`src/rtl/if_fetch_stage.sv`:
```
// Instruction-fetch stage: issues in-order fetches at the current PC, tags the returning
// words with their address, and presents {pc, inst} pairs to decode over valid/ready.
module if_fetch_stage #(
  parameter int          DEPTH    = 2,
  parameter logic [31:0] NOP_INST = 32'h0000_0013
) (
  input  logic        clk,
  input  logic        rst,
  input  logic [31:0] pc_i,
  output logic        pc_en_o,
  input  logic        flush_i,
  output logic        imem_req_valid,
  input  logic        imem_req_ready,
  output logic [31:0] imem_req_addr,
  input  logic        imem_resp_valid,
  input  logic [31:0] imem_resp_data,
  output logic        id_valid,
  input  logic        id_ready,
  output logic [31:0] id_pc,
  output logic [31:0] id_inst
);

  localparam int AW = $clog2(DEPTH);
  localparam int CW = AW + 1;
  localparam int OW = CW + 2;
  localparam logic [OW-1:0] CAP = OW'(DEPTH);

  typedef logic [CW-1:0] cnt_t;

  logic [31:0]   tag_mem [DEPTH];
  logic [AW-1:0] tag_wr;
  logic [AW-1:0] tag_rd;
  cnt_t          tag_cnt;

  logic [31:0]   pc_mem   [DEPTH];
  logic [31:0]   inst_mem [DEPTH];
  logic [AW-1:0] inst_wr;
  logic [AW-1:0] inst_rd;
  cnt_t          inst_cnt;

  cnt_t          drop_cnt;

  logic          req_fire_p0;
  logic [OW-1:0] occ_p0;
  logic          resp_push_p1;
  logic          vld_p2;
  logic          id_pop_p2;

  // Slots claimed by requests in flight, buffered words and pending discards. An entry
  // leaving for decode this cycle frees its slot now, which is what lets a DEPTH=2 stage
  // keep one request in flight and one word buffered while streaming at full rate.
  function automatic logic [OW-1:0] occupancy(cnt_t inflight, cnt_t buffered, cnt_t drop,
                                              logic pop);
    return OW'(inflight) + OW'(buffered) + OW'(drop) - OW'(pop);
  endfunction

  // Every request still in flight at a redirect becomes a discard, except a response that
  // lands in the redirect cycle itself, which is thrown away on the spot.
  function automatic cnt_t flush_drop(cnt_t drop, cnt_t inflight, logic resp);
    return drop + inflight - cnt_t'(resp);
  endfunction

  // Stage 0: request issue and PC advance
  assign occ_p0         = occupancy(tag_cnt, inst_cnt, drop_cnt, id_pop_p2);
  assign imem_req_valid = rst && !flush_i && (occ_p0 < CAP);
  assign imem_req_addr  = pc_i;
  assign req_fire_p0    = imem_req_valid && imem_req_ready;
  assign pc_en_o        = rst && (flush_i || req_fire_p0);

  // Stage 1: response tagging or discard
  assign resp_push_p1 = imem_resp_valid && !flush_i && (drop_cnt == '0);

  // Stage 2: decode hand-off
  assign vld_p2    = (inst_cnt != '0);
  assign id_pop_p2 = vld_p2 && id_ready;
  assign id_valid  = vld_p2;
  assign id_pc     = vld_p2 ? pc_mem[inst_rd]   : 32'h0;
  assign id_inst   = vld_p2 ? inst_mem[inst_rd] : NOP_INST;

  always_ff @(posedge clk or negedge rst) begin
    if (!rst) begin
      tag_wr   <= '0;
      tag_rd   <= '0;
      tag_cnt  <= '0;
      inst_wr  <= '0;
      inst_rd  <= '0;
      inst_cnt <= '0;
      drop_cnt <= '0;
    end else if (flush_i) begin
      tag_wr   <= '0;
      tag_rd   <= '0;
      tag_cnt  <= '0;
      inst_wr  <= '0;
      inst_rd  <= '0;
      inst_cnt <= '0;
      drop_cnt <= flush_drop(drop_cnt, tag_cnt, imem_resp_valid);
    end else begin
      if (req_fire_p0) begin
        tag_wr <= tag_wr + AW'(1);
      end
      if (resp_push_p1) begin
        tag_rd  <= tag_rd + AW'(1);
        inst_wr <= inst_wr + AW'(1);
      end
      if (id_pop_p2) begin
        inst_rd <= inst_rd + AW'(1);
      end
      tag_cnt  <= tag_cnt + cnt_t'(req_fire_p0) - cnt_t'(resp_push_p1);
      inst_cnt <= inst_cnt + cnt_t'(resp_push_p1) - cnt_t'(id_pop_p2);
      if (imem_resp_valid && (drop_cnt != '0)) begin
        drop_cnt <= drop_cnt - cnt_t'(1);
      end
    end
  end

  always_ff @(posedge clk) begin
    if (req_fire_p0) begin
      tag_mem[tag_wr] <= pc_i;
    end
    if (resp_push_p1) begin
      pc_mem[inst_wr]   <= tag_mem[tag_rd];
      inst_mem[inst_wr] <= imem_resp_data;
    end
  end

  // A response with nothing outstanding means the memory broke the protocol.
  orphan_resp_a: assert property (@(posedge clk) disable iff (!rst)
    !(imem_resp_valid && (tag_cnt == '0) && (drop_cnt == '0)));

  capacity_a: assert property (@(posedge clk) disable iff (!rst)
    (OW'(tag_cnt) + OW'(inst_cnt) + OW'(drop_cnt)) <= CAP);

endmodule

```
`config.mk`:
```
export PLATFORM = sky130hd
export DESIGN_NAME = if_fetch_stage
export DESIGN_NICKNAME = d
export VERILOG_FILES = /design/src/rtl/if_fetch_stage.sv
export SDC_FILE = /design/constraint.sdc
export NUM_CORES = 1
export LEC_CHECK = 0
export ABC_AREA = 1
export BUFFER_PORTS_ARGS = -buffer_cell sky130_fd_sc_hd__buf_2
export CORE_ASPECT_RATIO = 0.5
export CORE_MARGIN = 5
export CORE_UTILIZATION = 35
export DETAILED_ROUTE_END_ITERATION = 12
export GPL_TIMING_DRIVEN = 0
export PLACE_DENSITY_LB_ADDON = 0.2
export SYNTH_ARGS = -nofsm -noshare
export SYNTH_HDL_FRONTEND = slang
export SYNTH_SLANG_ARGS = --single-unit
export TNS_END_PERCENT = 20
```
`constraint.sdc`:
```
create_clock -name clk -period 6.05 [get_ports clk]
set_clock_uncertainty 0.2 [all_clocks]
set_input_delay 0.605 -clock clk [delete_from_list [all_inputs] [get_ports clk]]
set_output_delay 0.605 -clock clk [all_outputs]
set_load 0.01 [all_outputs]
```
Word level (Yosys, flattened, before mapping)
Memories as Yosys holds them, arrays and structs flattened. Index checks and enable logic that the tools add are counted.

Bits in registers: 10. Bits in writable memories: 192. Input bits: 70. Output and inout bits: 99. Memories kept: 3.

$add $sub $neg: 14. Order comparisons: 1. Muxes and demuxes: 18. Reductions and logical operators: 17.

Memory list: inst_mem (depth 2, bits a word 32, read ports 1, clocked after memory_dff 0, write ports 1, RTL line 36) `logic [31:0] inst_mem [DEPTH];`; pc_mem (depth 2, bits a word 32, read ports 1, clocked after memory_dff 0, write ports 1, RTL line 35) `logic [31:0] pc_mem [DEPTH];`; tag_mem (depth 2, bits a word 32, read ports 1, clocked after memory_dff 0, write ports 1, RTL line 30) `logic [31:0] tag_mem [DEPTH];`.

Operator list (count): two-way mux 32 bit (2); two-way mux 1 bit (12); nonzero test 2 bit (6); logical AND 1 bit (8); two-way mux 2 bit (4); subtractor 2 x 1 -> 2 bit (3); adder 1 bit (second input constant) (4); adder 2 x 1 -> 2 bit (2); adder 3 x 2 -> 4 bit (1); < comparator 4 x 2 -> 1 bit (second input constant) (1); subtractor 4 x 1 -> 4 bit (1); adder 2 x 2 -> 3 bit (1); adder 2 bit (1); zero test 2 bit (1); subtractor 2 x 1 -> 2 bit (second input constant) (1); zero test 1 bit (1); logical OR 1 bit (1).

Logic depth before layout (Yosys ltp)
Gate-level depths: netlist (run 1).

Word-level depth: 9. Gate-level depth with buffers: 18. Depth with buffers taken out: 18.

Worst setup path after synthesis (run 1)
No wires, ideal clock.

Path kind: in2reg. From: in id_ready. To: mem tag_mem[1][0], enable pin. Library setup time: 421 ps. Data arrival time: 3731 ps. Path slack: 1698 ps. Stages on the path: 13. Buffers on the path: 0. Cell sequence: inv_1 -> nor2_2 -> nand2_1 -> o21ai_0 -> ha_1 -> a21o_1 -> ha_1 -> fa_1 -> nor2_1 -> nand2_1 -> nor2_4 -> nand2_4 -> nor2_1.

Cells in the longest elaborated chain, start to end: 7.

RTL lines: start, declared (RTL line 18) `input logic id_ready,`; logical AND 1 bit (RTL line 75) `assign id_pop_p2 = vld_p2 && id_ready;`; subtractor 4 x 1 -> 4 bit (RTL line 54) `return OW'(inflight) + OW'(buffered) + OW'(drop) - OW'(pop);`; < comparator 4 x 2 -> 1 bit (RTL line 65) `assign imem_req_valid = rst && !flush_i && (occ_p0 < CAP);`; logical AND 1 bit (RTL line 65); net imem_req_valid (RTL line 12) `output logic imem_req_valid,`; logical AND 1 bit (RTL line 67) `assign req_fire_p0 = imem_req_valid && imem_req_ready;`; two-way mux 1 bit (RTL line 117) `if (req_fire_p0) begin`; two-way mux 1 bit (not written as such) (RTL line 118) `tag_mem[tag_wr] <= pc_i;`; end, declared (RTL line 30).

The timed path passes the listed nets, and every way through them passes these cells.

Worst setup path after layout (run 1)
From: reg inst_cnt[0]. To: out pc_en_o.

Cells in the longest elaborated chain, start to end: 8. Elaborated cells on any way between the ends: 10.

RTL lines: start, declared (RTL line 39) `cnt_t inst_cnt;`; start signal, assigned (RTL line 109) `inst_cnt <= inst_cnt + cnt_t'(resp_push_p1) - cnt_t'(id_pop_p2);`; adder 2 x 2 -> 3 bit / nonzero test 2 bit (equally long branches) (RTL line 54, 74); adder 3 x 2 -> 4 bit / logical AND 1 bit (equally long branches) (RTL line 54, 75); subtractor 4 x 1 -> 4 bit * (RTL line 54); < comparator 4 x 2 -> 1 bit * (RTL line 65); logical AND 1 bit * (RTL line 65); logical AND 1 bit * (RTL line 67); logical OR 1 bit * (RTL line 68) `assign pc_en_o = rst && (flush_i || req_fire_p0);`; logical AND 1 bit * (RTL line 68); end, declared (RTL line 10) `output logic pc_en_o,`.

Mark *: on every way between the ends. The rest lies on a longest branch, timed or not.

==> flow_summary.rst, run 1 <==
.. list-table::
   :header-rows: 1

   * - Metric
     - Value
   * - Setup repair after global routing missed its margin
     - no
   * - R2r endpoint
     - tag_mem[1][22]$_DFFE_PP_
   * - Endpoint arrival time on the critical path
     - 3430 ps
   * - Proportion of synthesized chip area in sequential cells
     - 0.7384
   * - Total buffers and inverters traversed by the critical path
     - 1
   * - Met1 WL
     - 7916 um
   * - Maximum clock frequency
     - 0.2360 GHz
   * - Final Net Count
     - 923
   * - Share of cells above drive strength 1
     - 0.3173
   * - Wire per inst
     - 15.43 um
   * - Most instantiated library cell after synthesis
     - sky130_fd_sc_hd__nand2_1
   * - Number of gates resized after CTS
     - 0
   * - Count of buffers inserted at the top-level ports
     - 167
   * - CP startpoint
     - inst_cnt[0]$_DFF_PN0_
   * - Floorplan die height
     - 117.9 um
   * - Number of unique standard cell types used by synthesis
     - 27
   * - Required time of the worst setup path
     - 5240 ps
   * - Global-route congestion overflow total
     - 0
   * - Detail Route met3 WL
     - ~860 um
   * - Maximum buffer depth of the clock tree
     - 3
   * - MaxCap Viol Count
     - 0
   * - Crit start category
     - flop
   * - Top Family by Delay on Critical Path
     - simple AND/OR/NAND/NOR gates
   * - Residual DRC count
     - 0
   * - Number of pins with negative max-slew slack in the final report
     - 0
   * - Half-perimeter wire length after detailed placement
     - 11950 um
   * - Leading cell types by count after synthesis
     - sky130_fd_sc_hd__nand2_1, sky130_fd_sc_hd__edfxtp_1, sky130_fd_sc_hd__a21oi_1
   * - Placed Area
     - approximately 9500 um2
   * - Class of the most critical setup path
     - flop to output port
   * - Count of flip-flops with a built-in enable after synthesis
     - 192
   * - Top post-synthesis cells by area
     - sky130_fd_sc_hd__edfxtp_1, sky130_fd_sc_hd__nand2_1, sky130_fd_sc_hd__a21oi_1
   * - Average vias per placed instance
     - 4.475
   * - Remaining number of nets flagged by the antenna check after routing
     - 0
   * - Number of antenna violations at the first check in global routing
     - 0
   * - Count of inserted antenna diode cells
     - 0
   * - Routed wire length
     - about 18000 um
   * - Clock tree from TritonCTS
     - yes
   * - Final cell area excluding filler cells
     - 10200 um2
   * - Global routing usage summed across all routing layers
     - 0.1332
   * - Site Rows
     - 39
   * - Die Area
     - 26610 um2
   * - Mean instance size in the synthesized netlist
     - 12.63 um2
   * - Number of placed cells counting well taps
     - 1125
   * - Worst-path fanout max
     - 9
   * - Detailed Route Iter0 Violations
     - 306
   * - Horizontal extent of the die
     - 225.8 um
   * - Largest area contributor in the netlist
     - sky130_fd_sc_hd__edfxtp_1
   * - Stage delay of the slowest cell on the critical path
     - 480 ps
   * - Fraction of post-synthesis cell area in the top cell type by area
     - 0.7077
   * - Part of the cycle the worst path needs
     - 0.7002
   * - Number of I/O pins
     - 169
   * - Insertion delay to the later sink of the worst-skew pair
     - 490 ps
   * - Core footprint
     - 22840 um2
   * - Critical-path top delay cell
     - sky130_fd_sc_hd__nor2_2
   * - Reg-to-reg startpoint
     - inst_cnt[0]$_DFF_PN0_
   * - Number of global-route vias before repair
     - 5121
   * - Crit-path cells
     - nor2_2, nor2_2, nand2_1, o21ai_0, ha_1, a21o_1, ha_1, fa_1, nor2_1, nand2_1, nor2_4, nand2_4, a21oi_2, buf_2
   * - Depth of the CTS H-tree
     - 1
   * - Static leakage power
     - ~0.0042 uW
   * - Outcome
     - completed
   * - Total CTS buffers
     - 20
   * - Flops & latches, synth
     - 202
   * - Cell at the root of the clock tree
     - sky130_fd_sc_hd__clkbuf_16
   * - Max-slew headroom
     - 0.4522
   * - DR vias
     - 5195
   * - Final hold viol count
     - 0
   * - Classification of the worst-slack hold path
     - primary input to flop
   * - Synthesized instance count
     - 645
   * - Register-to-register setup slack
     - 2170 ps
   * - Detailed route wirelength on metal2
     - 8806 um
   * - Main synth FF type
     - sky130_fd_sc_hd__edfxtp_1
   * - Peak ir drop on the vdd network
     - 0.0001583 V
   * - Share of async-settable or async-resettable flops after synthesis
     - 0.04950
   * - Post-synthesis net count
     - 727
   * - Setup-failing EPs final
     - 0
   * - Min Clock Period, post-route
     - 4236 ps
   * - Total standard cell area after synthesis
     - 8147 um2
   * - Uppermost layer routed
     - met4
   * - Clock transition at the registers of the reported paths
     - 60 ps
   * - Starting density of the core
     - 0.3567
   * - Final instance count without filler cells
     - 1161
   * - Number of sinks driven by the clock tree
     - 202
   * - Wire length of the first global-routing pass
     - approximately 28000 um
   * - Levels on crit path
     - 14
   * - Destination of the critical timing path
     - pc_en_o
   * - DRT Pass-1 Iters
     - 5
   * - Gpl congestion
     - approximately 0.74
   * - Transition time at the pin with the least slew margin
     - 819.8 ps
   * - Pin count of the biggest net entering global routing
     - 31
   * - Number of cells on the worst reg-to-reg path
     - 14
   * - Synthesis-to-layout area growth
     - 25.17%
   * - Power density over the cells
     - 413.3 nW/um2
   * - Critical Path Sink Type
     - output port
   * - Synth warn
     - 0
==> report_power, final <==
group	internal (uW)	leakage (uW)	switching, uW
Sequential	1710	0.00187	46.3
Combinational	423	0.00205	805
Clock	720	0.000306	506
==> final cells by class <==
cell class              instances  area, um2
plain buffers                  59      406.6
repair buffers                174      988.4
clock buffers                  24      536.8
multi-input cells             359       1658
fillers                      2135      12640
clock inverters                11      111.4
inverters                      25      96.34
well taps                     307      384.1
flip-flops and latches        202       6016
==> layout by cell type, fill, tap and decap left out, drive strengths merged <==
master	n
nand4	1
ha	10
clkinvlp	3
nand3	6
o21bai	1
xor2	2
inv	25
a21oi	65
nor2	16
bufinv	2
edfxtp	192
clkinv	6
o21ai	4
dfrtp	10
dlygate4sd3	1
buf	230
xnor2	3
nand2	248
a21o	1
fa	2
clkbuf	26
==> cell families after synthesis <==
logic type                 count (synthesis)  share of synthesized area
adders and majority gates                 12                    0.02027
xor gates and xnor gates                   5                   0.005377
buffers and inverters                     84                    0.06174
DFF                                      202                     0.7384
and+or+nand+nor                          271                     0.1295
AOI/OAI and AO/OA                         71                    0.04469
==> flip-flops by register name, summed over array words and instances (netlist names) <==
register,count
tag_wr,1
tag_mem,64
inst_mem,64
tag_cnt,2
inst_wr,1
tag_rd,1
inst_rd,1
inst_cnt,2
pc_mem,64
drop_cnt,2
==> per-layer routing <==
layer | vias up | track usage
met5 | - | 0
met2 | 123 | 0.2301
li1 | 2555 | -
met4 | 0 | 0.02871
met3 | 29 | 0.02816
met1 | 2488 | 0.1737
==> metrics by stage <==
stage	total power (uW)	setup slack, ps	hold WS, ps	utilization	TNS (ps)
floorplan	2533	1698	109.4	-	0
detailed placement	3055	2067	290.7	0.4177	0
global route	4510	1502	69.46	0.4465	0
global placement	3016	-389.6	287.0	0.4101	-48970
finish	4214	1814	102.8	0.4465	0
CTS	4299	1679	72.26	0.4465	0
==> what timing repair did <==
action                                 4_1_cts  5_1_grt
hold buffers                                 1        0
endpoints found under the hold margin       10        0
setup buffers                                0        0
==> how the worst min path moves through the flow <==
stage                        from                         to  slack, ps  cells after the start
2_1_floorplan                 rst    drop_cnt[0]$_DFFE_PN0P_        110                      0
3_3_place_gp                  rst         tag_wr$_DFFE_PN0P_        290                      1
3_5_place_dp                  rst    drop_cnt[0]$_DFFE_PN0P_        290                      1
4_1_cts        imem_resp_data[13]  inst_mem[1][13]$_DFFE_PP_         70                      1
5_1_grt        imem_resp_data[17]  inst_mem[1][17]$_DFFE_PP_         70                      1
6_report        imem_resp_data[8]   inst_mem[1][8]$_DFFE_PP_        100                      1
Note: power is estimated with default switching activity, not from simulation.
==> inputs of run 2 (changes only) <==
==> constraint.sdc (replaced) <==
create_clock -name clk -period 4.2 [get_ports clk]
set_clock_uncertainty 0.2 [all_clocks]
set_input_delay 0.42 -clock clk [delete_from_list [all_inputs] [get_ports clk]]
set_output_delay 0.42 -clock clk [all_outputs]
set_load 0.01 [all_outputs]
==> run 2 against run 1 <==
  * Die area unchanged
  * Clock power is 43% higher
  * Global-route usage rose by 0.50 points
  * Sequential share of layout area decreased by 3.6 points
  * Wire length grew 3.0%
  * Clock-buffer cell count unchanged
  * Core utilization up 2.9 points
  * Register-to-register slack got worse by 1700 ps
  * Highest routed layer unchanged
==> flow_summary.rst, run 2 (same netlist as run 1, synthesis figures left out) <==
.. list-table::
   :header-rows: 1

   * - Metric
     - Value
   * - Outcome
     - completed
   * - R2r endpoint
     - tag_mem[1][14]$_DFFE_PP_
   * - Peak ir drop on the vdd network
     - 0.0002283 V
   * - Insertion delay to the later sink of the worst-skew pair
     - 490 ps
   * - Count of inserted antenna diode cells
     - 0
   * - Clock tree from TritonCTS
     - yes
   * - Pin count of the biggest net entering global routing
     - 31
   * - Endpoint arrival time on the critical path
     - around 3300 ps
   * - Clock transition at the registers of the reported paths
     - 60 ps
   * - Maximum buffer depth of the clock tree
     - 3
   * - Average vias per placed instance
     - roughly 4.4
   * - Gpl congestion
     - 0.7448
   * - Placed Area
     - ~9500 um2
   * - Registers with the highest flip-flop counts
     - inst_mem (64), pc_mem (64), tag_mem (64)
   * - Routed wire length
     - 18450 um
   * - Synthesis-to-layout area growth
     - 33.22%
   * - Number of sinks driven by the clock tree
     - 202
   * - Final Net Count
     - 988
   * - Class of the most critical setup path
     - flop to output port
   * - Worst-path fanout max
     - 9
   * - Part of the cycle the worst path needs
     - 0.9225
   * - Power density over the cells
     - 564.1 nW/um2
   * - DRT Pass-1 Iters
     - 4
   * - Setup bufs post-CTS
     - 0
   * - Global routing usage summed across all routing layers
     - 0.1382
   * - CP startpoint
     - inst_cnt[0]$_DFF_PN0_
   * - Final hold viol count
     - 0
   * - Required time of the worst setup path
     - 3580 ps
   * - Final core utilization
     - 0.4752
   * - DR vias
     - 5413
   * - Half-perimeter wire length after detailed placement
     - 11950 um
   * - Floorplan die height
     - around 120 um
   * - Number of antenna violations at the first check in global routing
     - 0
   * - Total power after layout
     - between 6000 and 7000 uW
   * - Depth of the CTS H-tree
     - 1
   * - Number of I/O pins
     - 169
   * - Leading cell type in the layout, fill and taps excluded
     - sky130_fd_sc_hd__nand2_1
   * - Cell at the root of the clock tree
     - sky130_fd_sc_hd__clkbuf_16
   * - Final-layout setup total negative slack
     - 0 ps
   * - Setup repair after global routing missed its margin
     - no
   * - Number of global-route vias before repair
     - 5397
   * - Final cell area excluding filler cells
     - 10850 um2
   * - Leading cell types in the layout, fill and taps excluded
     - sky130_fd_sc_hd__nand2_1, sky130_fd_sc_hd__edfxtp_1, sky130_fd_sc_hd__buf_2
   * - Final instance count without filler cells
     - about 1200
   * - Transition time at the pin with the least slew margin
     - around 800 ps
   * - Setup-failing EPs final
     - 0
   * - Residual DRC count
     - 0
   * - MaxCap Viol Count
     - 0
   * - Static leakage power
     - around 0.0045 uW
   * - Reg-to-reg startpoint
     - inst_cnt[0]$_DFF_PN0_
   * - Max-slew headroom
     - 0.4546
   * - Maximum clock frequency
     - 0.2581 GHz
   * - Critical Path Sink Type
     - output port
   * - Crit start category
     - flop
   * - Die Area
     - 26610 um2
   * - Destination of the critical timing path
     - pc_en_o
   * - Number of pins with negative max-slew slack in the final report
     - 0
   * - Register-to-register setup slack
     - 490 ps
   * - Number of cells on the worst reg-to-reg path
     - 14
   * - Detailed Route Iter0 Violations
     - 271
   * - Global-route congestion overflow total
     - 0
   * - Total CTS buffers
     - 20
   * - Starting density of the core
     - 0.3567
   * - Number of placed cells counting well taps
     - 1125
   * - Wire length of the first global-routing pass
     - just under 30000 um
   * - Min Clock Period, post-route
     - 3874 ps
   * - Classification of the worst-slack hold path
     - primary input to flop
   * - Share of cells above drive strength 1
     - 0.2949
   * - Core footprint
     - between 20000 and 25000 um2
   * - Wire per inst
     - 15.05 um
   * - Horizontal extent of the die
     - 225.8 um
   * - Site Rows
     - 39
   * - Remaining number of nets flagged by the antenna check after routing
     - 0
   * - Count of buffers inserted at the top-level ports
     - around 170
## run 2: worst min-delay path by stage
stage,end,from,cells after the start,slack [ps]
2_1_floorplan,drop_cnt[0]$_DFFE_PN0P_,rst,0,-80
3_3_place_gp,tag_wr$_DFFE_PN0P_,rst,1,100
3_5_place_dp,drop_cnt[0]$_DFFE_PN0P_,rst,1,110
4_1_cts,tag_wr$_DFFE_PN0P_,imem_req_ready,3,10
5_1_grt,tag_wr$_DFFE_PN0P_,imem_req_ready,3,20
6_report,tag_wr$_DFFE_PN0P_,imem_req_ready,3,40
## run 2: worst max-delay path, stage by stage (launching register included)
cell and delay (ps):
sky130_fd_sc_hd__dfrtp_1 420, sky130_fd_sc_hd__nor2_4 320, sky130_fd_sc_hd__nor2_2 100, sky130_fd_sc_hd__nand2_1 100, sky130_fd_sc_hd__o21ai_0 90, sky130_fd_sc_hd__ha_1 270
sky130_fd_sc_hd__a21o_1 180, sky130_fd_sc_hd__ha_1 180, sky130_fd_sc_hd__fa_1 430, sky130_fd_sc_hd__nor2_1 110, sky130_fd_sc_hd__nand2_1 90, sky130_fd_sc_hd__nor2_4 120
sky130_fd_sc_hd__nand2_4 100, sky130_fd_sc_hd__a21oi_2 110, sky130_fd_sc_hd__buf_2 130
## run 2: what timing repair did
item,CTS,global route
endpoints found under the setup margin,0,18
hold endpoints to repair,142,0
resized for setup,0,1
hold buffers,66,0
## run 2: metrics by stage
step	hold slack, ps	worst slack (ps)
finish	40.29	325.6
floorplan	-75.59	-100.1
global route	20.77	46.95
CTS	12.23	14.26
detailed placement	105.7	216.5
global placement	102.0	-2136
## run 2: report_power, final
group          switching [uW]  internal [uW]  leakage (uW)
combinational            1170            652       0.00232
clock                     725           1040      0.000306
sequential               69.4           2470       0.00187
## run 2: cell type report
type,instances,area (um2)
plain buffers,59,406.6
flip-flops and latches,202,6016
fillers,2065,11980
repair buffers,239,1639
clock inverters,11,111.4
multi-input cells,359,1663
inverters,25,96.34
clock buffers,24,536.8
well taps,307,384.1
## run 2: layer usage
metal	vias to the layer above	global-route usage	wire length [um]
met3	31	0.02666	762
li1	2689	-	-
met2	106	0.2421	9135
met5	-	0	0
met1	2587	0.1787	8188
met4	0	0.03022	364
==> inputs of run 3 (changes only) <==
--- a/config.mk
+++ b/config.mk
@@ -9,7 +9,7 @@
 export BUFFER_PORTS_ARGS = -buffer_cell sky130_fd_sc_hd__buf_2
 export CORE_ASPECT_RATIO = 0.5
 export CORE_MARGIN = 5
-export CORE_UTILIZATION = 35
+export CORE_UTILIZATION = 55
 export DETAILED_ROUTE_END_ITERATION = 12
 export GPL_TIMING_DRIVEN = 0
 export PLACE_DENSITY_LB_ADDON = 0.2
==> run 3 against run 2 <==
  * Sequential power is essentially flat
  * Sequential share of layout area grew 1.1 points
  * Register-to-register slack is essentially flat
  * Worst setup slack gained 22 ps
  * Combinational power is essentially flat
  * Core utilization grew 26 points
  * Wire length shrank 5.1%
  * Fmax grew 0.56%
==> flow_summary.rst, run 3 (same netlist as run 1, synthesis figures left out) <==
.. list-table::
   :header-rows: 1

   * - Metric
     - Value
   * - Outcome
     - completed
   * - Final-layout setup total negative slack
     - 0 ps
   * - Remaining number of nets flagged by the antenna check after routing
     - 0
   * - Global routing usage summed across all routing layers
     - 0.1961
   * - Leading cell type in the layout, fill and taps excluded
     - sky130_fd_sc_hd__nand2_1
   * - Gpl congestion
     - ~0.76
   * - Top Family by Delay on Critical Path
     - adder cells
   * - Share of cells above drive strength 1
     - 0.2918
   * - R2r endpoint
     - tag_mem[1][12]$_DFFE_PP_
   * - Site Rows
     - 31
   * - Total buffers and inverters traversed by the critical path
     - 1
   * - MaxCap Viol Count
     - 0
   * - Reg-to-reg startpoint
     - inst_cnt[0]$_DFF_PN0_
   * - Insertion delay to the later sink of the worst-skew pair
     - approximately 470 ps
   * - Crit start category
     - flop
   * - Number of antenna violations at the first check in global routing
     - 0
   * - Wire per inst
     - 15.73 um
   * - Floorplan die height
     - 96.06 um
   * - Residual DRC count
     - 0
   * - Clock transition at the registers of the reported paths
     - 60 ps
   * - Final cell area excluding filler cells
     - around 11000 um2
   * - Classification of the worst-slack hold path
     - primary input to flop
   * - Peak ir drop on the vdd network
     - 0.0003194 V
   * - Number of global-route vias before repair
     - 5339
   * - DRT Pass-1 Iters
     - 4
   * - Required time of the worst setup path
     - about 3600 ps
   * - Number of I/O pins
     - 169
   * - Static leakage power
     - 0.004470 uW
   * - Count of inserted antenna diode cells
     - 0
   * - Final Net Count
     - approximately 1000
   * - Synthesis-to-layout area growth
     - 30.63%
   * - Cell at the root of the clock tree
     - sky130_fd_sc_hd__clkbuf_16
   * - Transition time at the pin with the least slew margin
     - 584.5 ps
   * - Number of cells on the worst reg-to-reg path
     - 14
   * - Starting density of the core
     - 0.5616
   * - Pin count of the biggest net entering global routing
     - 32
   * - Count of buffers inserted at the top-level ports
     - 167
   * - Final hold viol count
     - 0
   * - Endpoint with the worst hold slack
     - tag_wr$_DFFE_PN0P_
   * - Setup repair after global routing missed its margin
     - no
   * - Depth of the worst hold-timing path
     - 3
   * - Stage delay of the slowest cell on the critical path
     - 440 ps
   * - Register-to-register setup slack
     - 480 ps
   * - Crit-path cells
     - nor2_4, nor2_2, nand2_1, o21ai_0, ha_1, a21o_1, ha_1, fa_1, nor2_1, nand2_1, nor2_4, nand2_4, a21oi_2, buf_2
   * - DR vias
     - ~5500
   * - Half-perimeter wire length after detailed placement
     - 11080 um
   * - Worst Hold Launch
     - imem_req_ready
   * - Maximum buffer depth of the clock tree
     - 3
   * - Registers with the highest flip-flop counts
     - inst_mem (64), pc_mem (64), tag_mem (64)
   * - Part of the cycle the worst path needs
     - 0.9173
   * - Power density over the cells
     - 561.2 nW/um2
   * - Horizontal extent of the die
     - between 150 and 200 um
   * - Average vias per placed instance
     - 4.898
   * - Worst-path fanout max
     - 9
   * - Detailed Route Iter0 Violations
     - 336
   * - Routed wire length
     - 17510 um
   * - Number of pins with negative max-slew slack in the final report
     - 0
   * - Critical Path Sink Type
     - output port
   * - Min Clock Period, post-route
     - 3853 ps
   * - Number of sinks driven by the clock tree
     - 202
   * - Placed Area
     - approximately 9400 um2
   * - Maximum clock frequency
     - 0.2596 GHz
   * - Critical-path top delay cell
     - sky130_fd_sc_hd__fa_1
   * - Leading cell types in the layout, fill and taps excluded
     - sky130_fd_sc_hd__nand2_1, sky130_fd_sc_hd__edfxtp_1, sky130_fd_sc_hd__buf_2
   * - Final core utilization
     - 0.7336
   * - Setup-failing EPs final
     - 0
   * - Clock tree from TritonCTS
     - yes
   * - Total CTS buffers
     - 18
   * - Max-slew headroom
     - 0.6094
   * - Die Area
     - 17490 um2
   * - Endpoint arrival time on the critical path
     - 3230 ps
   * - Depth of the CTS H-tree
     - 1
   * - Class of the most critical setup path
     - flop to output port
   * - Core footprint
     - 14510 um2
   * - Global-route congestion overflow total
     - 0
   * - Wire length of the first global-routing pass
     - 26730 um
## run 3: how the worst max path moves through the flow
stage          cells after the start                   endpoint  slack (ps)                    start
2_1_floorplan                     13    tag_mem[1][0]$_DFFE_PP_        -100    inst_cnt[0]$_DFF_PN0_
6_report                          14                    pc_en_o         350    inst_cnt[0]$_DFF_PN0_
3_3_place_gp                       4  inst_mem[0][26]$_DFFE_PP_       -1630  drop_cnt[1]$_DFFE_PN0P_
5_1_grt                           14                    pc_en_o         140    inst_cnt[0]$_DFF_PN0_
4_1_cts                           14                    pc_en_o         140    inst_cnt[0]$_DFF_PN0_
3_5_place_dp                      14   tag_mem[1][18]$_DFFE_PP_         290    inst_cnt[0]$_DFF_PN0_
## run 3: final cells by class
| class | instances | area, um2 |
|---|---|---|
| Multi-Input combinational cell | 359 | 1663 |
| Timing Repair Buffer | 239 | 1632 |
| Buffer | 59 | 406.6 |
| Fill cell | 948 | 3865 |
| Sequential cell | 202 | 6016 |
| Clock buffer | 23 | 490.5 |
| Clock inverter | 8 | 90.09 |
| Tap cell | 198 | 247.7 |
| Inverter | 25 | 96.34 |
## run 3: power breakdown
part	internal [uW]	switching, uW
registers	2470	74.8
clock network	950	674
logic	652	1150
## run 3: metrics by stage
step / setup WS [ps] / power, uW / instances / hold slack (ps)
after floorplan: -100.1 / 3649 / 645 / -75.59
after global placement: -1627 / 4261 / 1010 / 102.5
after detailed placement: 291.3 / 4345 / 1016 / 106.9
after CTS: 136.4 / 6011 / 1113 / 38.69
after global routing: 144.3 / 6315 / 1113 / 60.16
final: 347.3 / 5973 / 1113 / 47.88
## run 3: routing by layer
layer,part of all wire,up-vias,wire (um),global-route usage
met5,0,-,0,0
met3,0.059,17,1026,0.03549
li1,-,2686,-,-
met4,0.013,0,229,0.03496
met2,0.51,159,8869,0.3627
met1,0.42,2589,7381,0.2503
## run 3: timing repair
action / 4_1_cts / 5_1_grt
endpoints found under the setup margin: 0 / 1
hold endpoints to repair: 142 / 0
setup buffers: 0 / 0
hold buffers: 66 / 0
resized for setup: 0 / 1
## run 3: tightest hold or removal path, cell delays in order
cell and delay [ps]:
sky130_fd_sc_hd__buf_2 120, sky130_fd_sc_hd__nand4_1 90, sky130_fd_sc_hd__nand2_1 50
